<file path="config.mk">
export PLATFORM = sky130hd
export DESIGN_NAME = mem_access_ctrl_flat
export DESIGN_NICKNAME = d
export VERILOG_FILES = /design/src/rtl/mem_access_ctrl_pkg.sv /design/src/rtl/mem_access_ctrl_if.sv /design/src/rtl/mem_access_ctrl_arb.sv /design/src/rtl/mem_access_ctrl.sv /design/src/flat_wrapper.sv
export SDC_FILE = /design/constraint.sdc
export NUM_CORES = 1
export LEC_CHECK = 0
export ABC_AREA = 0
export CORE_AREA = 2 2 119 121
export CTS_BUF_LIST = sky130_fd_sc_hd__clkbuf_8
export CTS_CLUSTER_SIZE = 12
export DETAILED_ROUTE_END_ITERATION = 10
export DIE_AREA = 0 0 121 123
export GPL_ROUTABILITY_DRIVEN = 1
export PLACE_DENSITY = 0.76
export SLEW_MARGIN = 20
export SYNTH_ARGS = -nofsm -noshare
export SYNTH_HDL_FRONTEND = slang
export SYNTH_SLANG_ARGS = --single-unit
</file>
<file path="constraint.sdc">
create_clock -name clk -period 1.4 [get_ports clk]
set_clock_uncertainty 0.2 [all_clocks]
set_input_delay 0.28 -clock clk [delete_from_list [all_inputs] [get_ports clk]]
set_output_delay 0.28 -clock clk [all_outputs]
set_load 0.03 [all_outputs]
</file>
<file path="src/rtl/mem_access_ctrl_pkg.sv">
// Shared constants and types for the processor-side memory access controller.
package mem_ctrl_pkg;

  localparam int ADDR_W    = 22;
  localparam int DATA_W    = 32;
  localparam int MEM_DEPTH = 8193;

  typedef enum logic [1:0] {
    IDLE   = 2'd0,
    ACCESS = 2'd1,
    RESP   = 2'd2
  } state_t;

  localparam logic SRC_IF = 1'b0;
  localparam logic SRC_D  = 1'b1;

  // True when a word address lands inside the implemented memory.
  function automatic logic addr_in_range(input logic [ADDR_W-1:0] addr);
    return addr < ADDR_W'(MEM_DEPTH);
  endfunction

endpackage

</file>
<file path="src/rtl/mem_access_ctrl_if.sv">
// Pin bundle between the access controller (master) and the word memory (slave).
interface mem_access_ctrl_if;
  import mem_ctrl_pkg::*;

  logic [ADDR_W-1:0] mem_address;
  logic [DATA_W-1:0] mem_in;
  logic              mem_read;
  logic              mem_write;
  logic [DATA_W-1:0] mem_out;

  modport master (
    output mem_address,
    output mem_in,
    output mem_read,
    output mem_write,
    input  mem_out
  );

  modport slave (
    input  mem_address,
    input  mem_in,
    input  mem_read,
    input  mem_write,
    output mem_out
  );

endinterface

</file>
<file path="src/rtl/mem_access_ctrl_arb.sv">
// Fixed-priority request selection: the data port always beats instruction fetch.
module mem_req_arb
  import mem_ctrl_pkg::*;
(
  input  logic              if_req,
  input  logic [ADDR_W-1:0] if_addr,
  input  logic              d_req,
  input  logic              d_we,
  input  logic [ADDR_W-1:0] d_addr,
  input  logic [DATA_W-1:0] d_wdata,
  output logic              req_any,
  output logic              grant,
  output logic [ADDR_W-1:0] sel_addr,
  output logic              sel_we,
  output logic [DATA_W-1:0] sel_wdata
);

  // Pick the winning port and present its address, direction and write data.
  always_comb begin
    req_any   = d_req | if_req;
    grant     = d_req ? SRC_D : SRC_IF;
    sel_addr  = d_req ? d_addr : if_addr;
    sel_we    = d_req & d_we;
    sel_wdata = (d_req & d_we) ? d_wdata : '0;
  end

endmodule

</file>
<file path="src/rtl/mem_access_ctrl.sv">
// Processor-side initiator for the single-port word memory.
// Optional build macro MEM_BOUNDS_CHECK_EN adds an err output and suppresses
// strobes for addresses beyond the implemented memory.
//
// state  | meaning
// IDLE   | sample requests, register address/data of the winner
// ACCESS | one strobe cycle, read data captured at its closing edge
// RESP   | ack pulse to the winning port, memory pins held stable
module mem_access_ctrl
  import mem_ctrl_pkg::*;
(
  input  logic              clk,
  input  logic              reset,
  input  logic              if_req,
  input  logic [ADDR_W-1:0] if_addr,
  output logic              if_ack,
  output logic [DATA_W-1:0] if_data,
  input  logic              d_req,
  input  logic              d_we,
  input  logic [ADDR_W-1:0] d_addr,
  input  logic [DATA_W-1:0] d_wdata,
  output logic              d_ack,
  output logic [DATA_W-1:0] d_rdata,
  output logic              busy,
`ifdef MEM_BOUNDS_CHECK_EN
  output logic              err,
`endif
  mem_access_ctrl_if.master mem
);

  state_t            state;
  logic              src_q;
  logic              we_q;
  logic              req_any;
  logic              grant;
  logic [ADDR_W-1:0] sel_addr;
  logic              sel_we;
  logic [DATA_W-1:0] sel_wdata;
  logic              strobe_ok;
  logic              zero_data;

  mem_req_arb u_arb (
    .if_req    (if_req),
    .if_addr   (if_addr),
    .d_req     (d_req),
    .d_we      (d_we),
    .d_addr    (d_addr),
    .d_wdata   (d_wdata),
    .req_any   (req_any),
    .grant     (grant),
    .sel_addr  (sel_addr),
    .sel_we    (sel_we),
    .sel_wdata (sel_wdata)
  );

`ifdef MEM_BOUNDS_CHECK_EN
  logic oob_q;
  assign strobe_ok = addr_in_range(sel_addr);
  assign zero_data = oob_q;
`else
  assign strobe_ok = 1'b1;
  assign zero_data = 1'b0;
`endif

  // Request/strobe/response sequencer; every memory pin and ack is a register.
  always_ff @(posedge clk) begin
    if (reset) begin
      state           <= IDLE;
      src_q           <= SRC_IF;
      we_q            <= 1'b0;
      busy            <= 1'b0;
      if_ack          <= 1'b0;
      d_ack           <= 1'b0;
      if_data         <= '0;
      d_rdata         <= '0;
      mem.mem_address <= '0;
      mem.mem_in      <= '0;
      mem.mem_read    <= 1'b0;
      mem.mem_write   <= 1'b0;
`ifdef MEM_BOUNDS_CHECK_EN
      oob_q           <= 1'b0;
      err             <= 1'b0;
`endif
    end else begin
      case (state)
        IDLE: begin
          if (req_any) begin
            state           <= ACCESS;
            busy            <= 1'b1;
            src_q           <= grant;
            we_q            <= sel_we;
            mem.mem_address <= sel_addr;
            mem.mem_in      <= sel_wdata;
            mem.mem_read    <= ~sel_we & strobe_ok;
            mem.mem_write   <= sel_we & strobe_ok;
`ifdef MEM_BOUNDS_CHECK_EN
            oob_q           <= ~strobe_ok;
`endif
          end
        end
        ACCESS: begin
          state         <= RESP;
          mem.mem_read  <= 1'b0;
          mem.mem_write <= 1'b0;
          if (src_q == SRC_D) begin
            d_ack   <= 1'b1;
            d_rdata <= (we_q | zero_data) ? '0 : mem.mem_out;
          end else begin
            if_ack  <= 1'b1;
            if_data <= zero_data ? '0 : mem.mem_out;
          end
`ifdef MEM_BOUNDS_CHECK_EN
          err <= oob_q;
`endif
        end
        RESP: begin
          state  <= IDLE;
          busy   <= 1'b0;
          if_ack <= 1'b0;
          d_ack  <= 1'b0;
`ifdef MEM_BOUNDS_CHECK_EN
          err    <= 1'b0;
`endif
        end
        default: begin
          state <= IDLE;
          busy  <= 1'b0;
        end
      endcase
    end
  end

endmodule

</file>
<file path="src/flat_wrapper.sv">
// flat-port wrapper written by rule: the top's interface ports become plain ports
module mem_access_ctrl_flat import mem_ctrl_pkg::*;
  (clk, reset, if_req, if_addr, if_ack, if_data, d_req, d_we, d_addr, d_wdata, d_ack, d_rdata, busy, mem_mem_address, mem_mem_in, mem_mem_read, mem_mem_write, mem_mem_out);
  mem_access_ctrl_if mem_i ();
  input  logic clk;
  input  logic reset;
  input  logic if_req;
  input  logic [ADDR_W-1:0] if_addr;
  output logic if_ack;
  output logic [DATA_W-1:0] if_data;
  input  logic d_req;
  input  logic d_we;
  input  logic [ADDR_W-1:0] d_addr;
  input  logic [DATA_W-1:0] d_wdata;
  output logic d_ack;
  output logic [DATA_W-1:0] d_rdata;
  output logic busy;
  output wire logic [$bits(mem_i.mem_address)-1:0] mem_mem_address;
  output wire logic [$bits(mem_i.mem_in)-1:0] mem_mem_in;
  output wire logic [$bits(mem_i.mem_read)-1:0] mem_mem_read;
  output wire logic [$bits(mem_i.mem_write)-1:0] mem_mem_write;
  input wire logic [$bits(mem_i.mem_out)-1:0] mem_mem_out;
  assign mem_mem_address = mem_i.mem_address;
  assign mem_mem_in = mem_i.mem_in;
  assign mem_mem_read = mem_i.mem_read;
  assign mem_mem_write = mem_i.mem_write;
  assign mem_i.mem_out = mem_mem_out;
  mem_access_ctrl u_core (.clk(clk), .reset(reset), .if_req(if_req), .if_addr(if_addr), .if_ack(if_ack), .if_data(if_data), .d_req(d_req), .d_we(d_we), .d_addr(d_addr), .d_wdata(d_wdata), .d_ack(d_ack), .d_rdata(d_rdata), .busy(busy), .mem(mem_i));
endmodule
</file>
==> metrics <==
run status finished with violations; violated checks setup timing; commonest non-fill, non-tap cell in the layout dfxtp_2; met1 WL roughly 7 mm; sequential share of the synthesized area approximately half; Crit. End Element flip-flop; input/output buffers 235; Sw Pwr 0.002700 W; Starting Density 36.97%; DR top layer met4; die height roughly 120 um; Clk pwr share 30.5%; RSZ-0062 raised after global routing yes; diode count 0; die width ~120 um; core area 13610 um2; routability cong. 0.7630; HPWL after DPL 10.48 mm; critical path class reg2reg; DRC 0; TritonCTS buffer count 17; DR pass1 iterations 7; fraction of registers with async set or reset after synthesis 0%; wire per inst roughly 17 um; I/O pin count ~240; Netlist cell types 29; Worst slew margin 71.42%; first-pass GRT wire length 24.50 mm; vias in the first global route ~5000; worst slew pin tran 428.6 ps; commonest cells after routing, fill and taps aside dfxtp_2 (123), nand2_1 (121), buf_6 (119); met3 routed WL 1.151 mm; Req. time, crit path 1540 ps; FF+latch count, synth 127; routed vias around 5300; critical path data arrival time 1710 ps; Syn Area/Cell about 9 um2; worst hold path class in2reg; WL final 17.05 mm; CTS Hold Bufs 0; minimum period implied by the final worst setup slack about 1600 ps; Worst Path Max Fanout 8; Most used DFF post-synth dfxtp_1; startpoint type of the worst setup path flip-flop; Core Rows between 40 and 50; final net count 949; share of cells above drive strength 1 approximately half; initial drt markers 433; root buf cell clkbuf_8; synthesized instance count 571; WHS Path Cells 3; Area Overhead vs Synth 79.16%; Net Sw Frac between 20% and 30%; worst-case clock buffer depth 2; initial antenna violation count 0; H-tree depth 4; met2 WL 8.522 mm; final instance area 9016 um2; Synth top area share between 50% and 60%; post-synth top area cell dfxtp_1; total die area 14880 um2; final setup violating endpoints ~100; Max rail drop VDD 504.5 uV; # clock sinks between 100 and 150; final hold slack a little over 80 ps; Total GRT Usage 20.78%; Area contributors post-synth dfxtp_1 (51%), a21oi_1 (12%), nand2_1 (9.9%), nand3b_1 (4.9%), mux2i_1 (4.4%); Synthesized Nets just under 700; Congestion Overflow GR 0; Cell Area, Placed 7471 um2; leakage power 3.548 nW; final setup margin -176.0 ps; PwrDens 1027 nW/um2; largest net degree at the start of global routing between 50 and 60; Worst-path clk slew about 70 ps; max-slew violations 0; power share of the combinational group 25.9%; TritonCTS clock tree done; synthesized area 5032 um2; synth warn 0; post-DR vias/cell between 5 and 6; Int Pwr ~0.0066 W; final hold vios 0; Routed Antenna Nets 0; Post-synth EDFFs 0; number of max-cap violations 0; Clock Latency Late Sink roughly 400 ps; Flop pwr share 43.6%; R2R depth 5; achievable frequency around 630 MHz; Placement Setup Slack -329.3 ps; post-route clock period utilization 112.6%
[sequential cells by signal, indices dropped and copies added (netlist names), 2 cells and up]
register and cells:
u_core.if_data 32, u_core.state 2, u_core.mem.mem_address 22, u_core.d_rdata 32, u_core.mem.mem_in 32
[path summary, 6_finish.rpt]
kind | startpoint | endpoint | slack [ps]
worst min-delay path | d_req | u_core.we_q | 80
worst min register to register | u_core.d_rdata[12] | u_core.d_rdata[12] | 260
worst max register to register | u_core.state[1] | u_core.mem.mem_in[13] | -180
worst max-delay path | u_core.state[1] | u_core.mem.mem_in[13] | -180
[cell families (layout without fill, tap and decap cells)]
kind of cell	after synthesis	after routing	share of synthesized area, %
AOI/OAI and AO/OA	185	185	20.59
buffers and inverters	56	330	7.235
DFF	127	127	50.52
muxes	22	22	4.376
and+or+nand+nor	181	181	17.28
[layer usage]
layer	track usage, %	vias up
li1	-	2494
met1	24.80	2510
met2	35.32	254
met3	5.858	29
met4	8.358	0
met5	0	-
[worst max-delay path, stage by stage (launching register included)]
cell      delay [ps]
dfxtp_2          340
buf_4            130
and4bb_4         410
buf_12           180
nand2_1           80
a21oi_2          150
[cell type report]
cell class                      instances  area (um2)
Clock buffer                           20       275.3
Clock inverter                          8       68.82
Fill cell                            1046        4596
Inverter                                2       7.507
Multi-Input combinational cell        388        2380
Sequential cell                       127        2708
Tap cell                              180       225.2
Timing Repair Buffer                  300        3352
[what timing repair did]
item	in CTS	in global routing
gates resized for setup	238	62
endpoints found under the setup margin	242	200
buffers inserted	6	21
pin swaps	4	28
hold endpoints to repair	0	0
cloned	2	6
[stage by stage]
stage	setup TNS (ps)	total power [W]	util [%]	std cells
6_report	-7582	0.009261	66.24	1025
5_1_grt	-13880	0.009662	66.24	1025
4_1_cts	-5212	0.009092	62.58	998
3_5_place_dp	-19420	0.006058	54.89	962
3_3_place_gp	-16510	0.006019	54.89	962
2_1_floorplan	-3325	0.005125	-	571
[synth_stat cells, types with 2 or more instances]
| library cell | instances |
|---|---|
| a21oi_1 | 125 |
| nor2_1 | 2 |
| a211oi_2 | 10 |
| a211oi_1 | 12 |
| dfxtp_1 | 127 |
| buf_6 | 14 |
| o211ai_1 | 2 |
| buf_4 | 9 |
| buf_2 | 9 |
| mux2i_1 | 22 |
| o21ai_0 | 31 |
| o21ai_1 | 5 |
| inv_1 | 2 |
| nand3b_1 | 33 |
| nand3_1 | 2 |
| nand2_1 | 133 |
| clkbuf_1 | 21 |
[power by group through the flow]
stage / Combinational (W) / Clock (W) / Sequential (W)
CTS: 0.00218 / 0.00287 / 0.00403
finish: 0.00240 / 0.00283 / 0.00404
detailed placement: 0.00202 / 0 / 0.00404
global placement: 0.00198 / 0 / 0.00404
floorplan: 0.000724 / 0 / 0.00440
global route: 0.00253 / 0.00308 / 0.00406
No activity file was read; power rests on OpenSTA's default activity.
